--- src/rtl/arb_stream_pkg.sv ---
// arb_stream_pkg
// Shared definitions for the arbiter-to-SRAM stream buffer:
//   DATA_W     - width of one stream word (32 bits)
//   ptr_width  - pointer width for a given storage depth (log2 of depth)
package arb_stream_pkg;

    localparam int DATA_W = 32;

    // Depth is a power of two, so log2 gives a pointer that wraps
    // naturally modulo DEPTH. The floor of 1 keeps degenerate depths legal.
    function automatic int ptr_width(input int depth);
        return (depth > 1) ? $clog2(depth) : 1;
    endfunction

endpackage

--- src/rtl/arb_stream_ram.sv ---
// arb_stream_ram
// Simple dual-port storage for the stream buffer: synchronous write,
// asynchronous read, DEPTH words of DATA_W bits. Contents are not reset;
// the top level masks the read data whenever the buffer is empty.
// Ports:
//   clk    - clock, rising edge
//   we     - write enable
//   waddr  - write address
//   wdata  - write data
//   raddr  - read address
//   rdata  - read data (combinational from raddr)
module arb_stream_ram
    import arb_stream_pkg::*;
#(
    parameter int DEPTH  = 16,
    parameter int ADDR_W = 4
) (
    input  logic              clk,
    input  logic              we,
    input  logic [ADDR_W-1:0] waddr,
    input  logic [DATA_W-1:0] wdata,
    input  logic [ADDR_W-1:0] raddr,
    output logic [DATA_W-1:0] rdata
);

    logic [DATA_W-1:0] mem [DEPTH];

    always_ff @(posedge clk) begin
        if (we) begin
            mem[waddr] <= wdata;
        end
    end

    assign rdata = mem[raddr];

endmodule

--- src/rtl/arb_stream_buffer.sv ---
// arb_stream_buffer
// First-word-fall-through buffer between an upstream arbiter and a
// downstream SRAM FIFO. Holds the pointers, fill counter, sticky error
// flags and (optionally) statistics; storage lives in arb_stream_ram.
//
// Optional feature: define ARB_STREAM_STATS_EN to add WORD_COUNT and
// MAX_FILL outputs. Without it those ports and registers do not exist.
//
// Ports:
//   BUS_CLK        - clock, rising edge
//   BUS_RST_N      - synchronous active-low reset
//   IN_WRITE       - upstream presents a word
//   IN_DATA        - upstream word
//   IN_READY       - buffer accepts a word this cycle
//   OUT_READ_NEXT  - downstream pops the current output word
//   OUT_EMPTY      - no valid output word
//   OUT_DATA       - current output word (fall-through, 0 when empty)
//   FILL_LEVEL     - words stored
//   NEAR_FULL      - FILL_LEVEL >= NEAR_FULL_LEVEL
//   OVERFLOW_ERR   - sticky: write attempted while not ready
//   READ_ERR       - sticky: pop attempted while empty
//   ERR_CLEAR      - pulse clearing sticky flags (and statistics)
//   WORD_COUNT     - (stats) accepted writes, wraps at 2^32
//   MAX_FILL       - (stats) peak FILL_LEVEL
//
// Handshake: a write transfers only when IN_WRITE and IN_READY are both
// high in the same cycle; a pop transfers only when OUT_READ_NEXT is high
// and OUT_EMPTY is low. Any other request is ignored by the data path and
// only raises the matching sticky error flag.
module arb_stream_buffer
    import arb_stream_pkg::*;
#(
    parameter int DEPTH           = 16,
    parameter int NEAR_FULL_LEVEL = 12
) (
    input  logic                   BUS_CLK,
    input  logic                   BUS_RST_N,
    input  logic                   IN_WRITE,
    input  logic [DATA_W-1:0]      IN_DATA,
    output logic                   IN_READY,
    input  logic                   OUT_READ_NEXT,
    output logic                   OUT_EMPTY,
    output logic [DATA_W-1:0]      OUT_DATA,
    output logic [$clog2(DEPTH):0] FILL_LEVEL,
    output logic                   NEAR_FULL,
    output logic                   OVERFLOW_ERR,
    output logic                   READ_ERR,
    input  logic                   ERR_CLEAR
`ifdef ARB_STREAM_STATS_EN
    ,
    output logic [31:0]            WORD_COUNT,
    output logic [$clog2(DEPTH):0] MAX_FILL
`endif
);

    localparam int PTR_W = ptr_width(DEPTH);
    localparam int LVL_W = PTR_W + 1;

    localparam logic [LVL_W-1:0] DEPTH_LVL = LVL_W'(DEPTH);
    localparam logic [LVL_W-1:0] NEAR_LVL  = LVL_W'(NEAR_FULL_LEVEL);
    localparam logic [LVL_W-1:0] LVL_ONE   = LVL_W'(1);
    localparam logic [PTR_W-1:0] PTR_ONE   = PTR_W'(1);

    logic [PTR_W-1:0]  wr_ptr;
    logic [PTR_W-1:0]  rd_ptr;
    logic [LVL_W-1:0]  fill_q;
    logic [LVL_W-1:0]  fill_next;
    logic              ready_en;
    logic              overflow_q;
    logic              read_err_q;
    logic [DATA_W-1:0] ram_rdata;

    logic do_write;
    logic do_pop;
    logic overflow_evt;
    logic read_err_evt;

    // ready_en is cleared by reset and set on the first edge after release,
    // so IN_READY is low throughout reset and rises one cycle later.
    // Readiness looks only at the stored level, never at a same-cycle pop.
    assign IN_READY  = ready_en & (fill_q < DEPTH_LVL);
    assign OUT_EMPTY = (fill_q == '0);
    assign NEAR_FULL = (fill_q >= NEAR_LVL);

    assign do_write     = IN_WRITE & IN_READY;
    assign do_pop       = OUT_READ_NEXT & ~OUT_EMPTY;
    assign overflow_evt = IN_WRITE & ~IN_READY;
    assign read_err_evt = OUT_READ_NEXT & OUT_EMPTY;

    always_comb begin
        fill_next = fill_q;
        if (do_write && !do_pop) begin
            fill_next = fill_q + LVL_ONE;
        end else if (do_pop && !do_write) begin
            fill_next = fill_q - LVL_ONE;
        end
    end

    always_ff @(posedge BUS_CLK) begin
        if (!BUS_RST_N) begin
            wr_ptr     <= '0;
            rd_ptr     <= '0;
            fill_q     <= '0;
            ready_en   <= 1'b0;
            overflow_q <= 1'b0;
            read_err_q <= 1'b0;
        end else begin
            ready_en <= 1'b1;
            fill_q   <= fill_next;
            if (do_write) begin
                wr_ptr <= wr_ptr + PTR_ONE;
            end
            if (do_pop) begin
                rd_ptr <= rd_ptr + PTR_ONE;
            end
            // A new error event in the clearing cycle keeps the flag set.
            overflow_q <= (overflow_q & ~ERR_CLEAR) | overflow_evt;
            read_err_q <= (read_err_q & ~ERR_CLEAR) | read_err_evt;
        end
    end

    arb_stream_ram #(
        .DEPTH  (DEPTH),
        .ADDR_W (PTR_W)
    ) u_ram (
        .clk   (BUS_CLK),
        .we    (do_write),
        .waddr (wr_ptr),
        .wdata (IN_DATA),
        .raddr (rd_ptr),
        .rdata (ram_rdata)
    );

    // Masking with OUT_EMPTY keeps stale RAM contents invisible after reset.
    assign OUT_DATA     = OUT_EMPTY ? '0 : ram_rdata;
    assign FILL_LEVEL   = fill_q;
    assign OVERFLOW_ERR = overflow_q;
    assign READ_ERR     = read_err_q;

`ifdef ARB_STREAM_STATS_EN
    logic [31:0]      word_count_q;
    logic [LVL_W-1:0] max_fill_q;

    always_ff @(posedge BUS_CLK) begin
        if (!BUS_RST_N || ERR_CLEAR) begin
            word_count_q <= '0;
            max_fill_q   <= '0;
        end else begin
            if (do_write) begin
                word_count_q <= word_count_q + 32'd1;
            end
            // Track the level the buffer is about to hold.
            if (fill_next > max_fill_q) begin
                max_fill_q <= fill_next;
            end
        end
    end

    assign WORD_COUNT = word_count_q;
    assign MAX_FILL   = max_fill_q;
`endif

endmodule

--- config.mk ---
export PLATFORM = sky130hd
export DESIGN_NAME = arb_stream_buffer
export DESIGN_NICKNAME = d
export VERILOG_FILES = /design/src/rtl/arb_stream_pkg.sv /design/src/rtl/arb_stream_ram.sv /design/src/rtl/arb_stream_buffer.sv
export SDC_FILE = /design/constraint.sdc
export NUM_CORES = 1
export LEC_CHECK = 0
export ABC_AREA = 0
export BUFFER_PORTS_ARGS = -buffer_cell sky130_fd_sc_hd__buf_2
export CORE_MARGIN = 2
export CORE_UTILIZATION = 55
export CTS_CLUSTER_SIZE = 25
export DETAILED_ROUTE_END_ITERATION = 8
export GPL_ROUTABILITY_DRIVEN = 0
export PLACE_DENSITY = 0.69
export SYNTH_ARGS = -nofsm -noshare
export SYNTH_HDL_FRONTEND = slang
export SYNTH_SLANG_ARGS = --single-unit
--- constraint.sdc ---
create_clock -name BUS_CLK -period 4.6 [get_ports BUS_CLK]
set_input_delay 0.46 -clock BUS_CLK [delete_from_list [all_inputs] [get_ports BUS_CLK]]
set_output_delay 0.46 -clock BUS_CLK [all_outputs]
set_load 0.02 [all_outputs]
# Word level (Yosys, flattened, before mapping)

Memory sizes are Yosys's and may differ from the RTL's. A register that Yosys moved wholly into a read port is not among the register bits.
Cells that the tools add are included.
W data, S select, Z words.

Add/sub/neg operators: 4
Multipliers: 0
Divide/modulo/power cells: 0
$lt $le $gt $ge: 2
Equality and inequality tests: 0
Shifts and indexed selects: 0
Multiplexer cells: 8
Bitwise logic cells: 12
Reductions and logical operators: 6

Operators with widths:

| cell                  | count |
|---|---|
| $mux W32              | 1 |
| $mux W5               | 2 |
| $add A4 B1 Y4 const B | 2 |
| $mux W4               | 2 |
| $and A1 B1 Y1         | 7 |
| $add A5 B1 Y5 const B | 1 |
| $ge A5 B4 Y1 const B  | 1 |
| $logic_not A5 Y1      | 1 |
| $lt A5 B5 Y1 const B  | 1 |
| $sub A5 B1 Y5 const B | 1 |
| $mux W1               | 3 |
| $not A1 Y1            | 3 |
| $logic_and A1 B1 Y1   | 2 |
| $logic_not A1 Y1      | 2 |
| $or A1 B1 Y1          | 2 |
| $reduce_bool A2 Y1    | 1 |

Register bits after elaboration: 16
Bits in latches: 0
RAM bits: 512
ROM bits: 0
Bits of input ports: 37
Output and inout bits: 42
Word-level logic and storage cells: 39
Memories kept: 1

Memories:

| name      | words | bits a word | rd ports | clocked after memory_dff | wr ports | line                 | RTL |
|---|---|---|---|---|---|---|---|
| u_ram.mem | 16    | 32          | 1        | 1                        | 1        | arb_stream_ram.sv:26 | `logic [DATA_W-1:0] mem [DEPTH];` |

# Longest topological paths before layout

Gate-level depths: netlist of the first run.

Depth in word-level cells: 7
Gate-level depth with buffers: 9
Mapped depth without buffers: 9

# Hierarchy

From an unflattened synthesis of the first run, not the netlist that was laid out.

Cell total of the unflattened synthesis: 929
Area total of the unflattened synthesis: 20273.2 um^2

By module, submodules not included:

| module            | instances | cells each | area an instance (um^2) | seq. area each (um^2) |
|---|---|---|---|---|
| arb_stream_ram    | 1         | 806        | 19213.4                 | 15374.7 |
| arb_stream_buffer | 1         | 123        | 1059.8                  | 320.3 |

# Worst setup path after synthesis of the first run

No wires, ideal clock.

Path type: register to register
Start point: register fill_q[4] (netlist: FILL_LEVEL[4])
End point: memory u_ram.mem[3][0], enable pin
Library setup time: 0.461 ns
Arrival: 3.288 ns
Required time: 4.139 ns
Setup slack: 0.851 ns
Cell stages (with the launch flop): 5
Path buffers: 1
Clock period less this slack: 3.749 ns
Cells stage by stage: dfxtp_1 -> and3b_1 -> clkbuf_1 -> nand2_1 -> nor3_1

Cells in the longest elaborated chain, start to end: 5

RTL lines:

| item                          | line                     | RTL |
|---|---|---|
| start, declared               | arb_stream_buffer.sv:66  | `logic [LVL_W-1:0] fill_q;` |
| start signal, assigned        | arb_stream_buffer.sv:109 | `fill_q <= fill_next;` |
| $lt A5 B5 Y1                  | arb_stream_buffer.sv:81  | `assign IN_READY = ready_en & (fill_q < DEPTH_LVL);` |
| $and A1 B1 Y1                 | arb_stream_buffer.sv:81  |  |
| $and A1 B1 Y1                 | arb_stream_buffer.sv:85  | `assign do_write = IN_WRITE & IN_READY;` |
| via do_write                  | arb_stream_buffer.sv:73  | `logic do_write;` |
| $mux W1                       | arb_stream_ram.sv:29     | `if (we) begin` |
| $mux W1 (not written as such) | arb_stream_ram.sv:30     | `mem[waddr] <= wdata;` |
| end, declared                 | arb_stream_ram.sv:26     |  |

The timed path passes the listed nets, and every way through them passes these cells.

==> flow_metrics.env, run 1 <==
export IMPL_status="finished, final reports clean"
export IMPL_clock_path_buffers=3
export IMPL_grt_pass1_wl_um=62710
export IMPL_dp_slack_ns=1.671
export IMPL_clk_latency_ns=0.57
export IMPL_drive_above_1_share_pct=32.83
export IMPL_worst_pin_slew_ns=1.167
export IMPL_fin_cells=1523
export IMPL_slowest_delay_ns=0.66
export IMPL_peakVddDrop_mv=0.3243
export IMPL_grt_start_max_net_pins=67
export IMPL_first_pass_iters=5
export IMPL_dpl_hpwl_um=22310
export IMPL_drcViolationCount=0
export IMPL_cts_tree="done"
export IMPL_yosys_cell_types_count=41
export IMPL_drt_wl_total_um=41850
export IMPL_p_clk_share_pct=33.6
export IMPL_slew_violations=0
export IMPL_post_cts_buffers=0
export IMPL_viasPerCell=6.251
export IMPL_layout_nets=1060
export IMPL_dr_first_iter_drc_count=919
export IMPL_pwr_share_comb_pct=20.9
export IMPL_crit_path_end="OUT_DATA[23]"
export IMPL_whs_ns=0.2027
export IMPL_grt_use_total_pct=22.24
export IMPL_synth_warnings=0
export IMPL_worstPathMaxFanout=48
export IMPL_critPathRequiredTime_ns=4.14
export IMPL_worstSetupPathType="register to primary output"
export IMPL_reg2reg_slack_ns=1.90
export IMPL_die_width_um=197.1
export IMPL_seq_power_share_pct=45.5
export IMPL_crit_chain="buf_12, mux4_1, mux2_2, a221o_1, buf_2"
export IMPL_switching_share_pct=26.36
export IMPL_synth_area_um2=20510
export IMPL_antenna_found_initial=2
export IMPL_ys_seq_elements=532
export IMPL_setup_violations_final=0
export IMPL_worst_path_max_delay_cell="dfxtp_4"
export IMPL_rows=70
export IMPL_slew_headroom_pct=22.22
export IMPL_area_growth_pct=13.66
export IMPL_max_cap_viol_count=0
export IMPL_die_area_um2=38860
export IMPL_synthTopCellsByArea="edfxtp_1, mux4_2, dfxtp_1, mux2_2, mux4_1"
export IMPL_ios=79
export IMPL_r2r_cells=4
export IMPL_cellPowerDensity_nw_per_um2=526.2
export IMPL_startpoint_type="register"
export IMPL_synthFlopType="edfxtp_1"
export IMPL_die_h_um=197.1
export IMPL_layout_cells_most_common_list="edfxtp_1, mux4_2, buf_2"
export IMPL_switchingPower_uw=3233
export IMPL_path_clk_slew_ns=0.06
export IMPL_cts_resized=0
export IMPL_synth_yosys_seq_area_share_pct=76.91
export IMPL_dp_cells=1427
export IMPL_wl_per_cell_um=27.48
export IMPL_skew_ns=0.01926
export IMPL_start_util_pct=55.89
export IMPL_synth_async_reset_ratio_pct=0
export IMPL_grt_pass1_vias=9860
export IMPL_core_um2=36700
export IMPL_synth_area_per_cell_um2=22.82
export IMPL_power_leakage_uw=0.007402
export IMPL_yosysTopAreaCell="edfxtp_1"
export IMPL_p_int_uw=9035
export IMPL_hp_class="input pin to register"
export IMPL_reg2reg_from="FILL_LEVEL[4]"
export IMPL_rsz0062_at_grt="no"
export IMPL_grt_overflow_total=0
export IMPL_synth_edf_count=512
export IMPL_finalWorstSetupSlack_ns=1.138
export IMPL_vias=9521
export IMPL_setup_tns_ns=0
export IMPL_end_kind="primary output"
export IMPL_crit_arrival_ns=3.00
export IMPL_cts_root_buf="clkbuf_16"
export IMPL_final_min_clock_period_ns=3.462
export IMPL_synthDominantCellAreaShare_pct=74.95
export IMPL_port_buffers=78
export IMPL_synth_fp_nets=946
export IMPL_final_common_cell="edfxtp_1"
export IMPL_final_hold_violation_count=0
export IMPL_netlist_instances=899
export IMPL_htree_levels=2
export IMPL_period_share_pct=75.27
export IMPL_max_freq_ghz=0.2888
export IMPL_cts_buffers=52
export IMPL_rr_endpoint="u_ram.mem[5][0]"
export IMPL_cts_hold_buffers=0
export IMPL_final_antenna_net_count=0
export IMPL_clock_sinks=532
==> final cells by class <==
cell class,instances,area [um2]
sequential,532,15790
fill,2439,13380
multi-input combinational,315,4587
clock buffer,66,1354
timing repair buffer,107,683.2
tap,468,585.6
clock inverter,29,296.5
inverter,5,18.77
antenna,1,2.502
==> critical path, delay by kind of cell, from the launching register on <==
kind	cells	cell delay, ns
AO/OA/AOI/OAI	1	0.30
flip-flops	1	0.66
buffers and inverters	2	0.56
multiplexers	2	0.90
==> power by group through the flow <==
stage               Combinational [uW]  Sequential, uW  Clock (uW)
floorplan                         1930            5580           0
detailed placement                2590            5690           0
global route                      2730            5600        4390
finish                            2560            5580        4120
global placement                  2580            5680           0
CTS                               2600            5590        4190
==> logic make-up after synthesis <==
kind of cell / Yosys count / synth area share (%)
adders and majority gates: 10 / 0.6466
muxes: 163 / 16.19
buffers and inverters: 52 / 1.330
and+or+nand+nor: 88 / 2.513
xor gates and xnor gates: 7 / 0.2989
DFF: 532 / 76.91
AOI/OAI and AO/OA: 47 / 2.111
==> per-layer routing <==
layer / track usage (%) / vias to the layer above / share of wire [%]
li1: - / 4037 / -
met1: 32.69 / 5073 / 43
met2: 35.87 / 351 / 48
met3: 3.551 / 58 / 6.8
met4: 5.013 / 2 / 1.6
met5: 0 / - / 0.026
==> worst min-delay path by stage <==
stage                        startpoint       endpoint  depth (start not counted)
after floorplan               BUS_RST_N       ready_en                          0
after global placement    FILL_LEVEL[4]  FILL_LEVEL[4]                          2
after detailed placement  FILL_LEVEL[4]  FILL_LEVEL[4]                          2
after CTS                     BUS_RST_N       ready_en                          1
after global routing          BUS_RST_N       ready_en                          1
final                         BUS_RST_N       ready_en                          1
==> state kept, by name (all words and copies together) (netlist names), named ones only <==
name	flops
rd_ptr	4
ready_en	1
FILL_LEVEL	5
u_ram.mem	512
OVERFLOW_ERR	1
READ_ERR	1
wr_ptr	4
==> synth_stat cells (2+ instances only) <==
cell type  number
and2_1          9
a221o_1        32
edfxtp_1      512
dfxtp_1        20
clkbuf_1       22
nand2_1         7
xnor2_1         7
ha_1            9
a21oi_1         4
buf_4           2
nor2b_1        29
mux4_2        115
nor2_1         15
mux2i_1         3
nand3_1         4
inv_1           5
o21a_1          2
and2b_1         9
mux4_1         13
a21o_1          2
nand2b_1        3
buf_1           2
mux2_2         32
nor3_1          5
buf_2          14
buf_6           7
==> per-stage QoR <==
step                      utilization (%)  area [um2]  power [uW]
after detailed placement            59.02       21660        8279
after floorplan                         -       20510        7507
after global routing                63.52       23310       12730
after global placement              59.02       21660        8263
after CTS                           63.52       23310       12390
final                               63.53       23310       12270
Note: power is estimated with default switching activity, not from simulation.
==> inputs of run 2 (changes only) <==
Settings changed: PLACE_DENSITY 0.69 to 0.72.
Clock period 4.6 ns to 3.15 ns, I/O delays scaled along.
==> run 2 against run 1 <==
  * First-iteration DRC count down 8.8%
  * Critical path depth increased by 1
  * Worst setup slack got worse by 1.1 ns
  * Largest power group unchanged
==> flow_metrics.env, run 2 (synthesis gave the netlist of run 1 again) <==
export IMPL_status="finished, final reports clean"
export IMPL_grt_pass1_wl_um=61400
export IMPL_cts_root_buf="clkbuf_16"
export IMPL_p_int_uw=13150
export IMPL_worstPathMaxFanout=16
export IMPL_viasPerCell=6.207
export IMPL_core_um2=36700
export IMPL_drcViolationCount=0
export IMPL_clock_path_buffers=3
export IMPL_slowest_delay_ns=0.61
export IMPL_crit_arrival_ns=2.77
export IMPL_cts_buffers=52
export IMPL_antenna_found_initial=1
export IMPL_final_hold_violation_count=0
export IMPL_vias=9553
export IMPL_layout_nets=1076
export IMPL_setup_tns_ns=0
export IMPL_pwr_share_comb_pct=22.2
export IMPL_worst_pin_slew_ns=0.7330
export IMPL_die_area_um2=38860
export IMPL_clock_sinks=532
export IMPL_largest_register="u_ram.mem"
export IMPL_worstSetupPathType="register to primary output"
export IMPL_fin_cells=1539
export IMPL_path_clk_slew_ns=0.06
export IMPL_switching_share_pct=26.71
export IMPL_grt_start_max_net_pins=40
export IMPL_dpl_hpwl_um=21910
export IMPL_power_leakage_uw=0.007522
export IMPL_p_clk_share_pct=33.1
export IMPL_dp_cells=1437
export IMPL_switchingPower_uw=4793
export IMPL_slew_headroom_pct=51.02
export IMPL_reg2reg_from="FILL_LEVEL[3]"
export IMPL_rows=70
export IMPL_skew_ns=0.007891
export IMPL_peakVddDrop_mv=0.6132
export IMPL_htree_levels=2
export IMPL_max_freq_ghz=0.3238
export IMPL_area_growth_pct=15.39
export IMPL_startpoint_type="register"
export IMPL_rsz0062_at_grt="no"
export IMPL_grt_overflow_total=0
export IMPL_drt_wl_total_um=41040
export IMPL_slew_violations=0
export IMPL_die_width_um=197.1
export IMPL_die_h_um=197.1
export IMPL_hold_path_end="READ_ERR"
export IMPL_port_buffers=78
export IMPL_end_kind="primary output"
export IMPL_final_common_cell="edfxtp_1"
export IMPL_critPathRequiredTime_ns=2.83
export IMPL_setup_violations_final=0
export IMPL_drive_above_1_share_pct=34.58
export IMPL_wl_per_cell_um=26.66
export IMPL_first_pass_iters=5
export IMPL_seq_power_share_pct=44.7
export IMPL_final_antenna_net_count=0
export IMPL_layout_cells_most_common_list="edfxtp_1, mux4_2, buf_2"
export IMPL_clk_latency_ns=0.59
export IMPL_r2r_cells=9
export IMPL_final_min_clock_period_ns=3.088
export IMPL_grt_use_total_pct=21.75
export IMPL_reg2reg_slack_ns=0.45
export IMPL_crit_chain="or4_4, o211ai_4, buf_12, and2b_1, a221o_1, buf_2"
export IMPL_hp_class="input pin to register"
export IMPL_dr_first_iter_drc_count=838
export IMPL_period_share_pct=98.04
export IMPL_hold_start="OUT_READ_NEXT"
export IMPL_largest_register_ffs=512
export IMPL_cts_tree="done"
export IMPL_grt_pass1_vias=9880
export IMPL_rr_endpoint="FILL_LEVEL[4]"
export IMPL_worst_path_max_delay_cell="or4_4"
export IMPL_max_cap_viol_count=0
export IMPL_ios=79
export IMPL_hold_depth=3
export IMPL_start_util_pct=55.89
export IMPL_cellPowerDensity_nw_per_um2=758.2
## run 2: layout make-up
class,instances,area (um2)
tap,468,585.6
sequential,532,15790
timing repair buffer,123,1027
clock buffer,62,1339
antenna,1,2.502
inverter,5,18.77
fill,2344,13030
clock inverter,33,297.8
multi-input combinational,315,4612
## run 2: timing repair
item                                   4_1_cts  5_1_grt
hold buffers                                 1        0
pin swaps                                    1        1
endpoints found under the hold margin        1        0
setup endpoints to repair                   14        4
gates resized for setup                      1        0
gates cloned                                 0        1
setup buffers                                2        2
## run 2: power groups by stage
stage	sequential, uW	combinational [uW]	clock (uW)
2_1_floorplan	8140	2820	0
3_3_place_gp	8190	3970	0
3_5_place_dp	8190	4000	0
4_1_cts	8030	4050	6050
5_1_grt	8040	4280	6310
6_report	8030	3980	5940
## run 2: per-layer routing
metal,vias up,GRT usage [%],share of wire (%)
li1,4086,-,-
met1,5086,31.28,43
met2,332,35.14,49
met3,49,4.029,6.2
met4,0,5.542,1.7
met5,-,0,0
## run 2: metrics by stage
| step | util [%] | hold slack, ns | setup WS (ns) | instance area (um2) | power, uW |
|---|---|---|---|---|---|
| finish | 64.50 | 0.04841 | 0.06188 | 23670 | 17950 |
| floorplan | - | 0.3427 | 0.2556 | 20530 | 10960 |
| CTS | 64.35 | 0.01956 | 0.006699 | 23610 | 18120 |
| detailed placement | 59.81 | 0.5398 | 0.4721 | 21950 | 12190 |
| global route | 64.49 | 0.06579 | 0.02715 | 23670 | 18630 |
| global placement | 59.81 | 0.5374 | 0.5328 | 21950 | 12160 |
## run 2: worst max-delay path by stage
| stage | from | end | slack [ns] | cells past startpoint |
|---|---|---|---|---|
| floorplan | FILL_LEVEL[4] | u_ram.mem[7][0] | 0.26 | 4 |
| global placement | FILL_LEVEL[1] | FILL_LEVEL[4] | 0.53 | 9 |
| detailed placement | FILL_LEVEL[1] | FILL_LEVEL[4] | 0.47 | 9 |
| CTS | FILL_LEVEL[3] | OUT_DATA[0] | 0.007 | 6 |
| global route | FILL_LEVEL[3] | OUT_DATA[0] | 0.03 | 6 |
| finish | FILL_LEVEL[3] | OUT_DATA[0] | 0.06 | 6 |
## run 2: worst max-delay path: cells and delay by family, from the launching register on
family | cells | cell delay (ns)
and+or+nand+nor | 2 | 0.82
AOI/OAI and AO/OA | 2 | 0.59
buffers and inverters | 2 | 0.41
DFF | 1 | 0.35
==> inputs of run 3 (changes only) <==
Settings changed: CORE_MARGIN 2 to unset.
==> run 3 against run 2 <==
  * Global-route usage increased by 0.28 points
  * Hold slack got worse by 0.0037 ns
  * Register-to-register slack about the same
  * Utilization decreased by 1.0 points
  * Worst setup slack improved by 0.044 ns
  * Final cell count decreased by 0.78%
  * Sequential power about the same
  * Via count decreased by 1.4%
  * Critical path depth decreased by 1
  * Cell area decreased by 1.6%
==> flow_metrics.env, run 3 (synthesis gave the netlist of run 1 again) <==
export IMPL_cts_root_buf="clkbuf_16"
export IMPL_switching_share_pct=26.63
export IMPL_crit_arrival_ns=2.73
export IMPL_drive_above_1_share_pct=33.21
export IMPL_cts_hold_buffers=0
export IMPL_hp_class="input pin to register"
export IMPL_slowest_delay_ns=0.56
export IMPL_cellPowerDensity_nw_per_um2=742.0
export IMPL_power_leakage_uw=0.007363
export IMPL_first_pass_iters=5
export IMPL_skew_ns=0.01780
export IMPL_path_delay_family="multiplexers"
export IMPL_switchingPower_uw=4602
export IMPL_clk_latency_ns=0.58
export IMPL_path_buf_inv=2
export IMPL_vias=9419
export IMPL_dpl_hpwl_um=21990
export IMPL_layout_nets=1070
export IMPL_peakVddDrop_mv=0.6609
export IMPL_final_min_clock_period_ns=3.044
export IMPL_period_share_pct=96.64
export IMPL_max_cap_viol_count=0
export IMPL_largest_register_ffs=512
export IMPL_fin_cells=1527
export IMPL_wl_per_cell_um=26.47
export IMPL_drt_wl_total_um=40420
export IMPL_rows=70
export IMPL_viasPerCell=6.168
export IMPL_max_freq_ghz=0.3285
export IMPL_start_util_pct=55.89
export IMPL_largest_register="u_ram.mem"
export IMPL_cts_tree="done"
export IMPL_cts_buffers=50
export IMPL_htree_levels=2
export IMPL_crit_chain="buf_12, mux4_2, mux2_2, a221o_1, buf_2"
export IMPL_n_fill_cell=2414
export IMPL_path_clk_slew_ns=0.06
export IMPL_die_area_um2=38070
export IMPL_status="finished, final reports clean"
export IMPL_final_common_cell="edfxtp_1"
export IMPL_grt_pass1_wl_um=60780
export IMPL_area_growth_pct=13.54
export IMPL_worst_pin_slew_ns=0.7933
export IMPL_startpoint_type="register"
export IMPL_clock_sinks=532
export IMPL_grt_start_max_net_pins=51
export IMPL_worstSetupPathType="register to primary output"
export IMPL_port_buffers=78
export IMPL_dr_first_iter_drc_count=741
export IMPL_worst_path_max_delay_cell="mux4_2"
export IMPL_die_h_um=195.1
export IMPL_pwr_share_comb_pct=22.5
export IMPL_ios=79
export IMPL_final_antenna_net_count=0
export IMPL_seq_power_share_pct=46.5
export IMPL_clock_path_buffers=3
export IMPL_core_um2=36700
export IMPL_die_width_um=195.1
export IMPL_grt_use_total_pct=22.03
export IMPL_drcViolationCount=0
export IMPL_multi_input_area_um2=4612
export IMPL_end_kind="primary output"
export IMPL_layout_cells_most_common_list="edfxtp_1, mux4_2, buf_2"
export IMPL_regArea_um2=15790
export IMPL_dp_cells=1439
export IMPL_p_clk_share_pct=31.0
export IMPL_worstPathMaxFanout=50
export IMPL_critPathRequiredTime_ns=2.83
export IMPL_grt_overflow_total=0
export IMPL_final_hold_violation_count=0
export IMPL_setup_violations_final=0
export IMPL_slew_violations=0
export IMPL_antenna_found_initial=3
export IMPL_slew_headroom_pct=46.99
export IMPL_p_int_uw=12680
export IMPL_final_util_pct=63.46
export IMPL_grt_pass1_vias=9800
==> run 3: what timing repair did <==
action                     4_1_cts  5_1_grt
setup buffers                    0        0
resized for setup                0        2
setup endpoints to repair        0       10
==> run 3: cell type report <==
type,count,area share [%]
clock buffer,69,5.770
inverter,5,0.08059
sequential,532,67.79
timing repair buffer,119,3.675
multi-input combinational,315,19.80
antenna,2,0.02149
clock inverter,17,0.3492
tap,468,2.514
==> run 3: per-stage QoR <==
stage | TNS, ns | hold WS (ns) | setup WS, ns | power, uW | area, um2
after floorplan | 0 | 0.3427 | 0.2556 | 10960 | 20530
after global placement | 0 | 0.5196 | 0.5329 | 12090 | 21850
after detailed placement | 0 | 0.5485 | 0.4574 | 12130 | 21850
after CTS | 0 | 0.02496 | 0.03310 | 17450 | 23280
after global routing | -0.0006521 | 0.03859 | -0.0006521 | 17930 | 23280
final | 0 | 0.04473 | 0.1057 | 17280 | 23290
==> run 3: routing by layer <==
layer  GRT usage [%]  share of wire, %
met3           4.301               6.0
met4           5.774               2.0
met2           36.57                51
met5               0             0.025
met1           30.29                41
==> run 3: power by group through the flow <==
stage	combinational [uW]	clock, uW	sequential [uW]
6_report	3880	5360	8040
5_1_grt	4160	5710	8060
4_1_cts	3950	5450	8040
3_5_place_dp	3940	0	8190
3_3_place_gp	3910	0	8180
2_1_floorplan	2820	0	8140
==> run 3: final timing paths <==
check / startpoint / end / slack, ns / cells after the start
min reg2reg: FILL_LEVEL[4] / FILL_LEVEL[4] / 0.56 / 2
min: BUS_RST_N / ready_en / 0.04 / 1
max: register / OUT_DATA[5] / 0.11 / 5
max reg2reg: FILL_LEVEL[1] / FILL_LEVEL[4] / 0.45 / 9
